==> src/rtl/spi_txn_ctrl.sv <==
// Sequences one 1..16 byte full-duplex SPI transaction for a byte driver:
// feeds tx bytes from a show-ahead requester, returns rx bytes, then holds a CS gap.
module spi_txn_ctrl #(
  parameter int GAP_CYCLES = 8,
  parameter int TIMEOUT    = 64
) (
  input  logic       clk_1MHZ,
  input  logic       sys_rst_n,
  input  logic       cmd_valid,
  output logic       cmd_ready,
  input  logic [3:0] cmd_len,
  output logic       tx_rd,
  input  logic [7:0] tx_data,
  output logic       rx_valid,
  output logic [7:0] rx_data,
  output logic       done,
  output logic       err,
  output logic       busy,
  output logic       spi_start,
  output logic       spi_end,
  output logic [7:0] data_send,
  input  logic       send_done,
  input  logic       rec_done,
  input  logic [7:0] data_rec
);

  typedef enum logic [1:0] {IDLE, START, XFER, GAP} state_e;

  localparam logic [9:0] WD_LAST  = 10'(TIMEOUT - 1);
  localparam logic [7:0] GAP_LAST = 8'(GAP_CYCLES);

  state_e     state_q, state_d;
  logic [3:0] len_q, len_d;
  logic [4:0] tx_cnt_q, tx_cnt_d;
  logic [4:0] rx_cnt_q, rx_cnt_d;
  logic [9:0] wd_q, wd_d;
  logic [7:0] gap_q, gap_d;
  logic [7:0] data_send_q, data_send_d;
  logic [7:0] rx_data_q, rx_data_d;
  logic       cmd_ready_q, cmd_ready_d;
  logic       tx_rd_q, tx_rd_d;
  logic       rx_valid_q, rx_valid_d;
  logic       done_q, done_d;
  logic       err_q, err_d;
  logic       spi_end_q, spi_end_d;
  logic       end_sent_q, end_sent_d;
  logic       accept;
  logic       tx_rd_w;

  // The first byte is taken in the accept cycle so the driver has it by spi_start.
  assign accept  = cmd_valid & cmd_ready_q;
  assign tx_rd_w = accept | tx_rd_q;

  always_ff @(posedge clk_1MHZ or negedge sys_rst_n) begin
    if (!sys_rst_n) begin
      state_q     <= IDLE;
      len_q       <= '0;
      tx_cnt_q    <= '0;
      rx_cnt_q    <= '0;
      wd_q        <= '0;
      gap_q       <= '0;
      data_send_q <= '0;
      rx_data_q   <= '0;
      cmd_ready_q <= 1'b0;
      tx_rd_q     <= 1'b0;
      rx_valid_q  <= 1'b0;
      done_q      <= 1'b0;
      err_q       <= 1'b0;
      spi_end_q   <= 1'b0;
      end_sent_q  <= 1'b0;
    end else begin
      state_q     <= state_d;
      len_q       <= len_d;
      tx_cnt_q    <= tx_cnt_d;
      rx_cnt_q    <= rx_cnt_d;
      wd_q        <= wd_d;
      gap_q       <= gap_d;
      data_send_q <= data_send_d;
      rx_data_q   <= rx_data_d;
      cmd_ready_q <= cmd_ready_d;
      tx_rd_q     <= tx_rd_d;
      rx_valid_q  <= rx_valid_d;
      done_q      <= done_d;
      err_q       <= err_d;
      spi_end_q   <= spi_end_d;
      end_sent_q  <= end_sent_d;
    end
  end

  always_comb begin
    state_d     = state_q;
    len_d       = len_q;
    tx_cnt_d    = tx_cnt_q;
    rx_cnt_d    = rx_cnt_q;
    wd_d        = wd_q;
    gap_d       = gap_q;
    data_send_d = data_send_q;
    rx_data_d   = rx_data_q;
    end_sent_d  = end_sent_q;
    tx_rd_d     = 1'b0;
    rx_valid_d  = 1'b0;
    done_d      = 1'b0;
    err_d       = 1'b0;
    spi_end_d   = 1'b0;

    if (tx_rd_w) data_send_d = tx_data;

    case (state_q)
      IDLE: begin
        if (accept) begin
          len_d      = cmd_len;
          tx_cnt_d   = 5'd1;
          rx_cnt_d   = 5'd0;
          end_sent_d = 1'b0;
          state_d    = START;
        end
      end
      START: begin
        wd_d    = 10'd1;
        state_d = XFER;
      end
      XFER: begin
        gap_d = '0;
        if (send_done) begin
          if (tx_cnt_q <= {1'b0, len_q}) begin
            tx_rd_d  = 1'b1;
            tx_cnt_d = tx_cnt_q + 5'd1;
          end else if (!end_sent_q) begin
            spi_end_d  = 1'b1;
            end_sent_d = 1'b1;
          end
        end
        if (rec_done) begin
          rx_data_d  = data_rec;
          rx_valid_d = 1'b1;
          if (rx_cnt_q <= {1'b0, len_q}) rx_cnt_d = rx_cnt_q + 5'd1;
          if (rx_cnt_q == {1'b0, len_q}) begin
            done_d  = 1'b1;
            state_d = GAP;
          end
        end
        // Any driver event restarts the watchdog; it only fires on a silent cycle.
        if (send_done || rec_done) begin
          wd_d = 10'd1;
        end else if (wd_q == WD_LAST) begin
          err_d      = 1'b1;
          spi_end_d  = !end_sent_q;
          end_sent_d = 1'b1;
          state_d    = GAP;
        end else begin
          wd_d = wd_q + 10'd1;
        end
      end
      GAP: begin
        if (gap_q == GAP_LAST) state_d = IDLE;
        else                   gap_d   = gap_q + 8'd1;
      end
      default: state_d = IDLE;
    endcase

    cmd_ready_d = (state_d == IDLE);
  end

  assign cmd_ready = cmd_ready_q;
  assign tx_rd     = tx_rd_w;
  assign rx_valid  = rx_valid_q;
  assign rx_data   = rx_data_q;
  assign done      = done_q;
  assign err       = err_q;
  assign busy      = (state_q != IDLE);
  assign spi_start = (state_q == START);
  assign spi_end   = spi_end_q;
  assign data_send = data_send_q;

endmodule

==> config.mk <==
export PLATFORM = sky130hd
export DESIGN_NAME = spi_txn_ctrl
export DESIGN_NICKNAME = d
export VERILOG_FILES = /design/src/rtl/spi_txn_ctrl.sv
export SDC_FILE = /design/constraint.sdc
export NUM_CORES = 1
export LEC_CHECK = 0
export CAP_MARGIN = 40
export CORE_MARGIN = 2
export CORE_UTILIZATION = 49
export CTS_BUF_LIST = sky130_fd_sc_hd__clkbuf_8
export CTS_CLUSTER_DIAMETER = 150
export DETAILED_ROUTE_END_ITERATION = 10
export PLACE_DENSITY = 0.76
export SYNTH_ARGS = -nofsm -noshare
export SYNTH_HDL_FRONTEND = slang
export SYNTH_SLANG_ARGS = --single-unit
==> constraint.sdc <==
create_clock -name clk_1MHZ -period 2 [get_ports clk_1MHZ]
set_clock_uncertainty 0.1 [all_clocks]
set_input_delay 0.4 -clock clk_1MHZ [delete_from_list [all_inputs] [get_ports clk_1MHZ]]
set_output_delay 0.4 -clock clk_1MHZ [all_outputs]
set_load 0.1 [all_outputs]
==> flow_metrics.tcl, run 1 <==
set metrics [dict create \
    rrSetupSlack_ns 0.06 \
    min_from "end_sent_q$_DFFE_PN0P_" \
    vias_per_cell 5.31 \
    finalSetupViolations 0 \
    yosysSeqAreaShare_pct 51.8 \
    finalInstanceArea_um2 3860 \
    reg2reg_depth 4 \
    relSlewSlack_pct 71.5 \
    end_kind "flip-flop" \
    rows 27 \
    antenna_found_initial 0 \
    die_w_um 78.9 \
    async_flop_share_pct 100 \
    wl_mm 6.15 \
    synth.avg_cell_area_um2 10.5 \
    syn_area_um2 2750 \
    drive_above_1_share_pct 32.7 \
    cts_made_buffers 9 \
    powerDensity_nw_per_um2 1150 \
    syn_nets 299 \
    dp_hpwl_mm 4.22 \
    grtUsageTotal_pct 21.6 \
    wire_per_inst_um 14.6 \
    p_leak_uw 0.00181 \
    core_um2 5470 \
    ir_worst_vdd_v 0.00121 \
    worstSetupPathType "input port to flip-flop" \
    grt_overflow 0 \
    dpl_cell_area_um2 3570 \
    cp_max_fo 5 \
    diodes 0 \
    synth_top_area_share_pct 51.8 \
    synthCells 261 \
    clock_latency_ns 0.33 \
    period_needed_ns 1.96 \
    start_kind "input port" \
    worst_hold_path.endpoint "spi_end$_DFF_PN0_" \
    ioPinCount 49 \
    reg2reg_from "wd_q[9]$_DFFE_PN0P_" \
    via_count 2237 \
    drc 0 \
    area_growth_pct 40.3 \
    grt_pass1_vias 2259 \
    yosysUniqueCellTypes 44 \
    synthFlopType "dfrtp_1" \
    finalPower_uw 4440 \
    rsz0062_at_grt "true" \
    arrival_ns 2.08 \
    hold_depth 1 \
    gp_congestion 0.857 \
    synth_warnings 0 \
    drv_slew 0 \
    finalCritPeriodShare_pct 97.9 \
    ys_seq_elements 57 \
    synth_area_leaders "dfrtp_1 (52%), mux2_2 (6.5%), ha_1 (5.9%)" \
    port_buffers 48 \
    grt_pass1_wl_mm 10.4 \
    design.die.area_um2 6230 \
    fillCellCount 410 \
    hp-class "flip-flop to flip-flop" \
    setup_tns_ns 0 \
    mostFrequentLayoutCells "dfrtp_1 (55), buf_4 (45), nand2_1 (24), clkdlybuf4s50_1 (21), nand3_1 (17)" \
    synth-edff-count 0 \
    cts_tree "done" \
    yosys.area.top_type "dfrtp_1" \
    clock-sinks 57 \
    ctsRootBufferMaster "clkbuf_8" \
    cts-htree-levels 3 \
    status "complete, no violations" \
    start_util_pct 50.3 \
    firstDrtPassIters 5 \
    final_common_cell "dfrtp_1" \
    num-nets-final 382 \
    cts.path.max_buffers 2 \
    ant_nets 0 \
    fmax_mhz 511 \
    fin_hold_ws_ns 0.329 \
    worst_pin_slew_ns 0.423 \
    clkTransAtPathRegs_ns 0.06 \
    hold_viol 0 \
    drtIter0Drc 153 \
    grt_max_degree 58 \
    r2r_end "wd_q[9]$_DFFE_PN0P_" \
    cap_violations 0 \
    die_h_um 78.9 \
    required_ns 2.12 \
]
==> metrics by stage <==
| stage | instances | worst slack, ns | util [%] |
|---|---|---|---|
| 2_1_floorplan | 261 | 0.00840 | - |
| 3_3_place_gp | 400 | -0.483 | 65.2 |
| 3_5_place_dp | 400 | -0.497 | 65.2 |
| 4_1_cts | 419 | 0.00296 | 69.4 |
| 5_1_grt | 421 | -0.0340 | 70.5 |
| 6_report | 421 | 0.0423 | 70.5 |
==> per-layer routing <==
metal  part of all wire, %  global-route usage [%]  vias to the layer above  routed length, µm
li1                      -                       -                     1102                  -
met1                    45                    28.0                     1064               2790
met2                    49                    35.2                       61               3010
met3                   4.2                    5.23                       10                257
met4                   1.4                    8.62                        0                 86
met5                     0                       0                        -                  0
==> registers in the layout, summed over array words and instances (netlist names), 2 cells and up <==
register   cells
wd_q          10
data_send      8
gap_q          8
rx_data        8
rx_cnt_q       5
tx_cnt_q       5
len_q          4
state_q        2
==> kinds of logic after synthesis <==
family | synth area share [%]
adders and majority gates | 5.91
AOI/OAI and AO/OA | 11.6
and+or+nand+nor | 18.0
muxes | 8.00
buffers and inverters | 3.37
xor gates and xnor gates | 1.27
DFF | 51.8
==> power by group <==
part / total (µW) / internal [µW] / switching, µW / leakage, µW
Combinational: 1790 / 689 / 1100 / 0.000983
Sequential: 1540 / 1340 / 198 / 0.000716
Clock: 1110 / 666 / 448 / 0.000115
==> synthesized netlist by cell type, drive strengths merged (2+ instances only) <==
library cell / number
a211oi: 2
a21oi: 12
a22o: 3
a31oi: 2
and3: 4
buf: 3
clkbuf: 5
dfrtp: 57
ha: 13
inv: 16
mux2: 16
mux2i: 4
nand2: 24
nand2b: 3
nand3: 20
nand3b: 2
nand4: 4
nor2: 11
nor2b: 4
nor3: 9
nor4: 3
o21a: 4
o21ai: 16
o31ai: 2
or2: 3
or3: 2
or4: 2
xnor2: 3
==> how the worst max path moves through the flow <==
| stage | slack (ns) | end | from | cells after the start |
|---|---|---|---|---|
| floorplan | 0.008 | wd_q[9]$_DFFE_PN0P_ | wd_q[0]$_DFFE_PN0P_ | 7 |
| global placement | -0.48 | wd_q[9]$_DFFE_PN0P_ | rec_done | 6 |
| detailed placement | -0.50 | wd_q[9]$_DFFE_PN0P_ | rec_done | 6 |
| CTS | 0.003 | wd_q[9]$_DFFE_PN0P_ | send_done | 6 |
| global route | -0.03 | tx_cnt_q[1]$_DFFE_PN0P_ | tx_cnt_q[3]$_DFFE_PN0P_ | 7 |
| finish | 0.04 | wd_q[9]$_DFFE_PN0P_ | send_done | 6 |
==> repair_timing <==
item                                   4_1_cts  5_1_grt
pin swaps                                    5        4
cloned                                       0        0
endpoints found under the hold margin       57        0
gates resized for setup                     11       11
buffers inserted                             2        2
hold buffers                                 1        0
setup endpoints to repair                   14       15
==> worst max-delay path: stages <==
cell,delay [ns]
buf_2,0.10
or2_4,0.25
or4_4,0.55
o31a_1,0.33
and3_1,0.19
a211o_1,0.26
==> cell type report <==
| class | count | area, µm² | share of cell area, % |
|---|---|---|---|
| multi-input combinational | 180 | 1300 | 33.6 |
| sequential | 57 | 1430 | 37.0 |
| tap | 72 | 90.1 | 2.33 |
| timing repair buffer | 80 | 773 | 20.0 |
| inverter | 16 | 63.8 | 1.65 |
| clock buffer | 12 | 165 | 4.28 |
| clock inverter | 4 | 42.5 | 1.10 |
Power figures use the tool's default switching activity.
==> inputs of run 2 (changes only) <==
CORE_MARGIN = default   (was 2)
==> flow_metrics.tcl, run 2 (synthesis results as in run 1) <==
set metrics [dict create \
    period_needed_ns 1.94 \
    cp_slowest_stage_delay_ns 0.51 \
    ioPinCount 49 \
    post-place-ws_ns -0.483 \
    wl_mm 6.09 \
    final_common_cell "dfrtp_1" \
    firstDrtPassIters 4 \
    finalInstanceArea_um2 3850 \
    fin_ws_ns 0.0619 \
    clock_latency_ns 0.34 \
    largest_reg_flops 10 \
    die_h_um 76.9 \
    cts.path.max_buffers 2 \
    p_switching_uw 1750 \
    ant_nets 0 \
    diodes 0 \
    antenna_found_initial 0 \
    arrival_ns 1.44 \
    vias_per_cell 5.45 \
    mostFrequentLayoutCells "dfrtp_1 (56), buf_4 (46), nand2_1 (24), clkdlybuf4s50_1 (21), nand3_1 (19)" \
    worst_pin_slew_ns 0.410 \
    finalPower_uw 4430 \
    fillCellCount 375 \
    p_leak_uw 0.00182 \
    drc 0 \
    fmax_mhz 516 \
    end_kind "output pin" \
    clock-sinks 57 \
    required_ns 1.50 \
    design.die.area_um2 5920 \
    cp_cell_sequence "clkdlybuf4s50_1 > a21oi_4 > clkinvlp_4 > buf_12" \
    worstSetupPathType "input port to output pin" \
    clockPowerShare_pct 25.1 \
    slowest_stage "clkdlybuf4s50_1" \
    finalSetupViolations 0 \
    cts_tree "done" \
    area_growth_pct 40.0 \
    finalCritPeriodShare_pct 96.9 \
    final_cell_count_no_fill 420 \
    hold_depth 1 \
    wire_per_inst_um 14.5 \
    rows 26 \
    seqPwrFrac_pct 34.4 \
    hp-class "flip-flop to flip-flop" \
    p_int_uw 2680 \
    die_w_um 76.9 \
    gp_congestion 0.799 \
    swShare_pct 39.5 \
    placedCellCount 399 \
    grt_pass1_vias 2326 \
    num-nets-final 383 \
    clkTransAtPathRegs_ns 0.06 \
    setup_tns_ns 0 \
    hold_viol 0 \
    combPwrFrac_pct 40.5 \
    dpl_cell_area_um2 3560 \
    largest-register "wd_q" \
    status "complete, no violations" \
    grt_pass1_wl_mm 10.3 \
    drv_slew 0 \
    core_um2 5270 \
    reg2reg_depth 5 \
    relSlewSlack_pct 72.5 \
    drive_above_1_share_pct 31.7 \
    grt_overflow 0 \
    cap_violations 0 \
    cts_made_buffers 9 \
    ir_worst_vdd_v 0.00109 \
    via_count 2291 \
    drtIter0Drc 89 \
    cts-htree-levels 3 \
    grtUsageTotal_pct 22.5 \
    start_kind "input port" \
    cp_max_fo 3 \
    powerDensity_nw_per_um2 1150 \
    start_util_pct 52.2 \
    grt_max_degree 58 \
    ctsRootBufferMaster "clkbuf_8" \
    dp_hpwl_mm 4.22 \
    port_buffers 48 \
]
-- run 2: cell count changes in the layout (fill, tap and decap cells not counted), moves of 2 or more --
cell / change
clkdlybuf4s15_1: +2
nand3_2: -2
buf_2: -2
nand3_1: +2
-- run 2: area by class of cell --
type	count	area, µm²	share of cell area (%)
sequential	57	1430	37.1
tap	70	87.6	2.27
clock inverter	4	42.5	1.10
inverter	16	63.8	1.66
timing repair buffer	81	782	20.3
clock buffer	12	165	4.29
multi-input combinational	180	1280	33.3
-- run 2: metal layers --
layer	wire [µm]	vias up	GRT usage [%]
li1	-	1101	-
met1	2700	1121	26.3
met2	3020	57	37.9
met3	265	12	6.55
met4	99	0	10.6
met5	0	-	0
-- run 2: final timing paths --
| kind | from | endpoint | slack (ns) |
|---|---|---|---|
| max | cmd_valid | tx_rd | 0.06 |
| min | end_sent_q$_DFFE_PN0P_ | spi_end$_DFF_PN0_ | 0.34 |
| max reg2reg | gap_q[4]$_DFFE_PN0P_ | gap_q[6]$_DFFE_PN0P_ | 0.10 |
| min reg2reg | end_sent_q$_DFFE_PN0P_ | spi_end$_DFF_PN0_ | 0.34 |
| max in group asynchronous | sys_rst_n | cmd_ready$_DFF_PN0_ | 1.03 |
| min in group asynchronous | sys_rst_n | tx_cnt_q[3]$_DFFE_PN0P_ | 0.47 |
-- run 2: critical path, delay by kind of cell --
| kind | cells | cell delay (ns) |
|---|---|---|
| buffers and inverters | 3 | 0.81 |
| AOI/OAI and AO/OA | 1 | 0.23 |
-- run 2: per-stage QoR --
step | hold WS, ns | utilization [%]
detailed placement | 0.323 | 67.6
finish | 0.338 | 73.1
global route | 0.350 | 73.1
CTS | 0.343 | 72.2
global placement | 0.319 | 67.6
floorplan | 0.00441 | -
-- run 2: what timing repair did --
item | in CTS | in global routing
endpoints found under the setup margin | 11 | 20
setup buffers | 2 | 2
pin swaps | 4 | 4
gates resized for setup | 7 | 10
hold endpoints to repair | 57 | 0
hold buffers | 1 | 0
-- run 2: power by group through the flow --
| stage | Sequential (µW) | Combinational, µW | Clock (µW) |
|---|---|---|---|
| finish | 1520 | 1800 | 1110 |
| global route | 1550 | 1900 | 1170 |
| CTS | 1520 | 1760 | 1130 |
| detailed placement | 1540 | 1740 | 0 |
| global placement | 1530 | 1700 | 0 |
| floorplan | 2120 | 523 | 0 |
==> inputs of run 3 (changes only) <==
ABC_CLOCK_PERIOD_IN_PS = 2000   (was default)
==> results of run 3 <==
Same layout as run 2: the final DEF is identical, and so are final timing and power.
